$ cat src/rtl/dp_pkg.sv
// Shared encodings and default width for the execution datapath.
// Constants only; no logic, so no latency or backpressure applies.
package dp_pkg;

  localparam int DATA_W = 8;

  localparam logic [1:0] MUX_ALU = 2'b00;
  localparam logic [1:0] MUX_RF  = 2'b01;
  localparam logic [1:0] MUX_IN  = 2'b10;
  localparam logic [1:0] MUX_MEM = 2'b11;

  localparam logic [2:0] ALU_A   = 3'b000;
  localparam logic [2:0] ALU_ADD = 3'b001;
  localparam logic [2:0] ALU_SUB = 3'b010;
  localparam logic [2:0] ALU_AND = 3'b011;
  localparam logic [2:0] ALU_OR  = 3'b100;
  localparam logic [2:0] ALU_NOT = 3'b101;
  localparam logic [2:0] ALU_INC = 3'b110;
  localparam logic [2:0] ALU_DEC = 3'b111;

  localparam logic [1:0] SH_PASS = 2'b00;
  localparam logic [1:0] SH_SHL  = 2'b01;
  localparam logic [1:0] SH_SHR  = 2'b10;
  localparam logic [1:0] SH_ROR  = 2'b11;

endpackage

$ cat src/rtl/dp_alu_shift.sv
// ALU followed by shifter on the ALU result; purely combinational, zero latency.
// No handshake: result tracks inputs within the same cycle, no backpressure.
module dp_alu_shift #(
  parameter int DATA_W = dp_pkg::DATA_W
) (
  input  logic [DATA_W-1:0] acc,
  input  logic [DATA_W-1:0] r,
  input  logic [2:0]        alusel,
  input  logic [1:0]        shiftsel,
  output logic [DATA_W-1:0] result
);
  import dp_pkg::*;

  localparam logic [DATA_W-1:0] ONE = DATA_W'(1);

  logic [DATA_W-1:0] alu;

  // Sums are truncated to DATA_W, so carry and borrow simply fall off.
  always_comb begin
    alu = acc;
    case (alusel)
      ALU_A:   alu = acc;
      ALU_ADD: alu = acc + r;
      ALU_SUB: alu = acc - r;
      ALU_AND: alu = acc & r;
      ALU_OR:  alu = acc | r;
      ALU_NOT: alu = ~acc;
      ALU_INC: alu = acc + ONE;
      ALU_DEC: alu = acc - ONE;
      default: alu = acc;
    endcase
  end

  always_comb begin
    result = alu;
    case (shiftsel)
      SH_PASS: result = alu;
      SH_SHL:  result = {alu[DATA_W-2:0], 1'b0};
      SH_SHR:  result = {1'b0, alu[DATA_W-1:1]};
      SH_ROR:  result = {alu[0], alu[DATA_W-1:1]};
      default: result = alu;
    endcase
  end

endmodule

$ cat src/rtl/exec_datapath.sv
// Accumulator datapath with RF, optional data memory (DP_DATA_MEM_EN), output reg; writes land 1 edge after enables.
// No backpressure: the controller owns sequencing; flags are combinational from ACC.
module exec_datapath #(
  parameter int DATA_W    = dp_pkg::DATA_W,
  parameter int RF_DEPTH  = 8,
  parameter int MEM_DEPTH = 16
) (
  input  logic                         clk_dp,
  input  logic                         rst_dp,
  input  logic [1:0]                   muxsel_dp,
  input  logic [DATA_W-1:0]            imm_dp,
  input  logic [DATA_W-1:0]            input_dp,
  input  logic                         accwr_dp,
  input  logic [$clog2(RF_DEPTH)-1:0]  rfaddr_dp,
  input  logic                         rfwr_dp,
  input  logic [$clog2(MEM_DEPTH)-1:0] mmadr_dp,
  input  logic                         mmwr_dp,
  input  logic [2:0]                   alusel_dp,
  input  logic [1:0]                   shiftsel_dp,
  input  logic                         outen_dp,
  output logic                         zero_dp,
  output logic                         positive_dp,
  output logic [DATA_W-1:0]            output_dp
);
  import dp_pkg::*;

  logic              rst_sync_n;
  logic [DATA_W-1:0] acc;
  logic [DATA_W-1:0] acc_next;
  logic [DATA_W-1:0] rf [RF_DEPTH];
  logic [DATA_W-1:0] rf_rd;
  logic [DATA_W-1:0] mem_rd;
  logic [DATA_W-1:0] alu_res;

  // Assertion is immediate; release is held off until the next clock edge.
  always_ff @(posedge clk_dp or negedge rst_dp) begin
    if (!rst_dp) rst_sync_n <= 1'b0;
    else         rst_sync_n <= 1'b1;
  end

  assign rf_rd = rf[rfaddr_dp];

  dp_alu_shift #(.DATA_W(DATA_W)) u_alu_shift (
    .acc      (acc),
    .r        (rf_rd),
    .alusel   (alusel_dp),
    .shiftsel (shiftsel_dp),
    .result   (alu_res)
  );

`ifdef DP_DATA_MEM_EN
  logic [DATA_W-1:0] mem [MEM_DEPTH];
  logic              unused_in;

  assign unused_in = ^imm_dp;
  assign mem_rd    = mem[mmadr_dp];

  always_ff @(posedge clk_dp or negedge rst_sync_n) begin
    if (!rst_sync_n) begin
      for (int i = 0; i < MEM_DEPTH; i++) mem[i] <= '0;
    end else if (mmwr_dp) begin
      mem[mmadr_dp] <= acc;
    end
  end
`else
  logic unused_in;

  assign unused_in = ^{imm_dp, mmadr_dp, mmwr_dp};
  assign mem_rd    = '0;
`endif

  always_comb begin
    acc_next = alu_res;
    case (muxsel_dp)
      MUX_ALU: acc_next = alu_res;
      MUX_RF:  acc_next = rf_rd;
      MUX_IN:  acc_next = input_dp;
      MUX_MEM: acc_next = mem_rd;
      default: acc_next = alu_res;
    endcase
  end

  // All stores sample the pre-edge ACC, so RF/MEM/ACC updates never bypass each other.
  always_ff @(posedge clk_dp or negedge rst_sync_n) begin
    if (!rst_sync_n) begin
      acc       <= '0;
      output_dp <= '0;
      for (int i = 0; i < RF_DEPTH; i++) rf[i] <= '0;
    end else begin
      if (accwr_dp) acc           <= acc_next;
      if (outen_dp) output_dp     <= acc;
      if (rfwr_dp)  rf[rfaddr_dp] <= acc;
    end
  end

  assign zero_dp     = (acc == '0);
  assign positive_dp = ~acc[DATA_W-1] & (acc != '0);

endmodule

$ cat config.mk
export PLATFORM = sky130hd
export DESIGN_NAME = exec_datapath
export DESIGN_NICKNAME = d
export VERILOG_FILES = /design/src/rtl/dp_pkg.sv /design/src/rtl/dp_alu_shift.sv /design/src/rtl/exec_datapath.sv
export SDC_FILE = /design/constraint.sdc
export NUM_CORES = 1
export LEC_CHECK = 0
export ABC_CLOCK_PERIOD_IN_PS = 2200
export CAP_MARGIN = 10
export CORE_UTILIZATION = 53
export DETAILED_ROUTE_END_ITERATION = 8
export PLACE_DENSITY = 0.86
export SLEW_MARGIN = 20
export SYNTH_ARGS = -nofsm -noshare
export SYNTH_HDL_FRONTEND = slang
export SYNTH_SLANG_ARGS = --single-unit
$ cat constraint.sdc
create_clock -name clk_dp -period 2.2 [get_ports clk_dp]
set_input_delay 0.44 -clock clk_dp [delete_from_list [all_inputs] [get_ports clk_dp]]
set_output_delay 0.44 -clock clk_dp [all_outputs]
set_load 0.005 [all_outputs]
==> flow_metrics.env <==
export IMPL_status="finished with violations"
export IMPL_violations="negative setup slack"
export IMPL_io_buffer_count=32
export IMPL_grtUsageMet1=0.447
export IMPL_first_iter_violations=615
export IMPL_fin_util=0.738
export IMPL_crit_fanout=4
export IMPL_synth_edf_count=0
export IMPL_final_common_cell="buf_4"
export IMPL_criticalPathCategory="primary input to flop"
export IMPL_initial_core_util=0.552
export IMPL_switching_power_w=0.00241
export IMPL_hold_viol=0
export IMPL_min_period_ns=4.32
export IMPL_drv_cap=0
export IMPL_final_nets=701
export IMPL_final_setup_tns_ns=-15.48
export IMPL_met2_usage=0.566
export IMPL_final_setup_skew_ns=0.0137
export IMPL_coreArea_sq_mm=0.00933
export IMPL_cellPowerDensity_mw_per_mm2=913
export IMPL_grt_pass1_wl_um=27100
export IMPL_clk_latency_ns=0.36
export IMPL_num_vias=5199
export IMPL_max_freq_ghz=0.231
export IMPL_avgSynthCellArea_sq_um=9.72
export IMPL_grt_pass1_vias=5226
export IMPL_cts_sinks=81
export IMPL_ctsHoldBuffers=0
export IMPL_yosysTopAreaCell="dfrtp_1"
export IMPL_layout_common_cells="buf_4, dfrtp_1, mux2_2, nand2_1, nor2_1"
export IMPL_post_route_cells_drive_above_1_share=0.396
export IMPL_cts_max_path_buffers=2
export IMPL_die_x_um=101
export IMPL_synthToLayoutAreaGrowth_pct=33.7
export IMPL_clock_power_share=0.178
export IMPL_gp_congestion=0.958
export IMPL_yosys_warnings=0
export IMPL_synth_cell_types=69
export IMPL_rsz0062_at_grt="yes"
export IMPL_p_leak_nw=3.05
export IMPL_dp_hpwl_um=11600
export IMPL_grt_antenna_before_repair=0
export IMPL_htreeDepth=3
export IMPL_num_rows=35
export IMPL_antenna_left=0
export IMPL_grt_ovfl_total=0
export IMPL_synthFlopType="dfrtp_1"
export IMPL_hp_class="primary input to asynchronous set/reset pin"
export IMPL_die_height_um=101
export IMPL_max_slew_worst_pin_slew_ns=0.517
export IMPL_cts_buffers=9
export IMPL_synth_top_area_frac=0.394
export IMPL_vdd_ir_drop_max_uv=541
export IMPL_slew_headroom=0.651
export IMPL_maxSlewViolCount=0
export IMPL_p_seq_frac=0.344
export IMPL_endpoint_kind="flop"
export IMPL_drc=0
export IMPL_ys_ff_latch=81
export IMPL_cts_clk_slew_worst_paths_ns=0.10
export IMPL_firstDrtPassIters=7
export IMPL_ys_seq_area_frac=0.394
export IMPL_netlist_area_sq_mm=0.00515
export IMPL_pin_count=46
export IMPL_whs_ns=0.209
export IMPL_synth_area_top_cells="dfrtp_1, mux2_2, nand2_1"
export IMPL_cts_tree="built"
export IMPL_synthCells=530
export IMPL_gr_usage_met3=0.0763
export IMPL_cts_root_buffer_cell="clkbuf_8"
export IMPL_finalCritPeriodShare=1.96
export IMPL_synth_nets=575
export IMPL_postRouteWirelength_um=17300
export IMPL_crit_arrival_ns=4.56
export IMPL_avgViaCountPerCell=6.58
export IMPL_setup_viol=10
export IMPL_busiest_layer="met2"
export IMPL_power_internal_w=0.00388
export IMPL_track_usage=0.353
export IMPL_rrSetupSlack_ns=-2.12
export IMPL_start_kind="primary input"
export IMPL_sw_frac_of_total=0.384
export IMPL_fin_cells=790
export IMPL_worstPathRequired_ns=2.44
export IMPL_placed_cells=762
export IMPL_grt_max_degree=34
export IMPL_worst_slack_ns=-2.12
export IMPL_diodes=0
export IMPL_wl_per_cell_um=21.9
export IMPL_die_area_sq_mm=0.0101
export IMPL_synthArstFlopShare=1.00
export IMPL_power_frac_comb=0.478
## registers in the layout, summed over array words and instances, names as in the netlist
register,flops
rf,64
acc,8
output_dp,8
rst_sync_n,1
## what timing repair did
action	CTS	global route
pin swaps	25	9
gates resized for setup	50	13
setup buffers	12	2
endpoints found under the setup margin	10	10
## per-stage QoR
step                instance area, sq um  setup WS (ns)  total power, W
finish                              6890          -2.12         0.00629
global route                        6890          -2.27         0.00657
CTS                                 6800          -2.10         0.00606
detailed placement                  6380          -3.02         0.00476
global placement                    6380          -2.88         0.00460
floorplan                           5230          -2.11         0.00376
## critical path, stage by stage
cell and delay, ns:
clkdlybuf4s15_2 0.29, mux4_2 0.53, mux2_4 0.29, or3_4 0.33, or3_4 0.36, a21oi_2 0.12
nor2_1 0.04, a311o_1 0.33, ha_4 0.25, buf_4 0.14, or2_4 0.23, nand2_1 0.06
a31oi_1 0.06, o21a_1 0.25, or2_4 0.26, xor3_1 0.19, a211oi_2 0.29, o31ai_2 0.08
## layout make-up
type,instances,area [sq um]
timing repair buffer,151,1270
sequential,81,2030
fill,582,2440
tap,129,161
clock buffer,9,124
inverter,20,77.6
clock inverter,7,81.3
multi-input combinational,393,3140
## power groups by stage
stage	clock network [W]	registers, W	logic (W)
finish	0.00112	0.00216	0.00300
global route	0.00119	0.00220	0.00319
CTS	0.00112	0.00214	0.00280
detailed placement	0	0.00217	0.00259
global placement	0	0.00213	0.00247
floorplan	0	0.00210	0.00166
## cells in the mapped netlist (6+ instances only)
library cell / count
a31oi_1: 15
ha_1: 8
a22oi_1: 7
a21oi_1: 16
nor2_1: 36
o2111ai_1: 6
dfrtp_1: 81
a221oi_1: 9
nand3_1: 10
nor3_1: 11
mux2_2: 71
nand4_1: 7
mux2i_1: 13
clkbuf_1: 25
nand2b_1: 6
o21ai_0: 30
o22ai_1: 7
inv_1: 19
nand2_1: 45
nor2b_1: 8
and3_1: 6
## layer usage
layer | vias to the layer above | wire (um)
li1 | 2223 | -
met1 | 2512 | 6630
met2 | 364 | 8050
met3 | 100 | 1630
met4 | 0 | 953
met5 | - | 0
## cell families (layout without fill, tap and decap cells)
family | count (synthesis) | in the layout | share of synthesized area
and+or+nand+nor | 154 | 154 | 0.149
buffers and inverters | 56 | 187 | 0.0449
AOI/OAI and AO/OA | 138 | 138 | 0.188
xor gates and xnor gates | 5 | 5 | 0.0114
other | 1 | 1 | 0.000728
DFF | 81 | 81 | 0.394
muxes | 86 | 86 | 0.189
adders and majority gates | 9 | 9 | 0.0233
## path summary, 6_finish.rpt
check / startpoint / endpoint / depth (start not counted)
worst max-delay path: rfaddr_dp[1] / acc[6] / 18
worst min-delay path: rst_dp / rst_sync_n / 1
worst max register to register: rf[50] / acc[6] / 18
worst min register to register: rst_sync_n / output_dp[6] / 0
max in group asynchronous: rst_sync_n / rf[44] / 1
min in group clk_dp: rf[23] / rf[23] / 2
(Power assumes the default switching activity.)
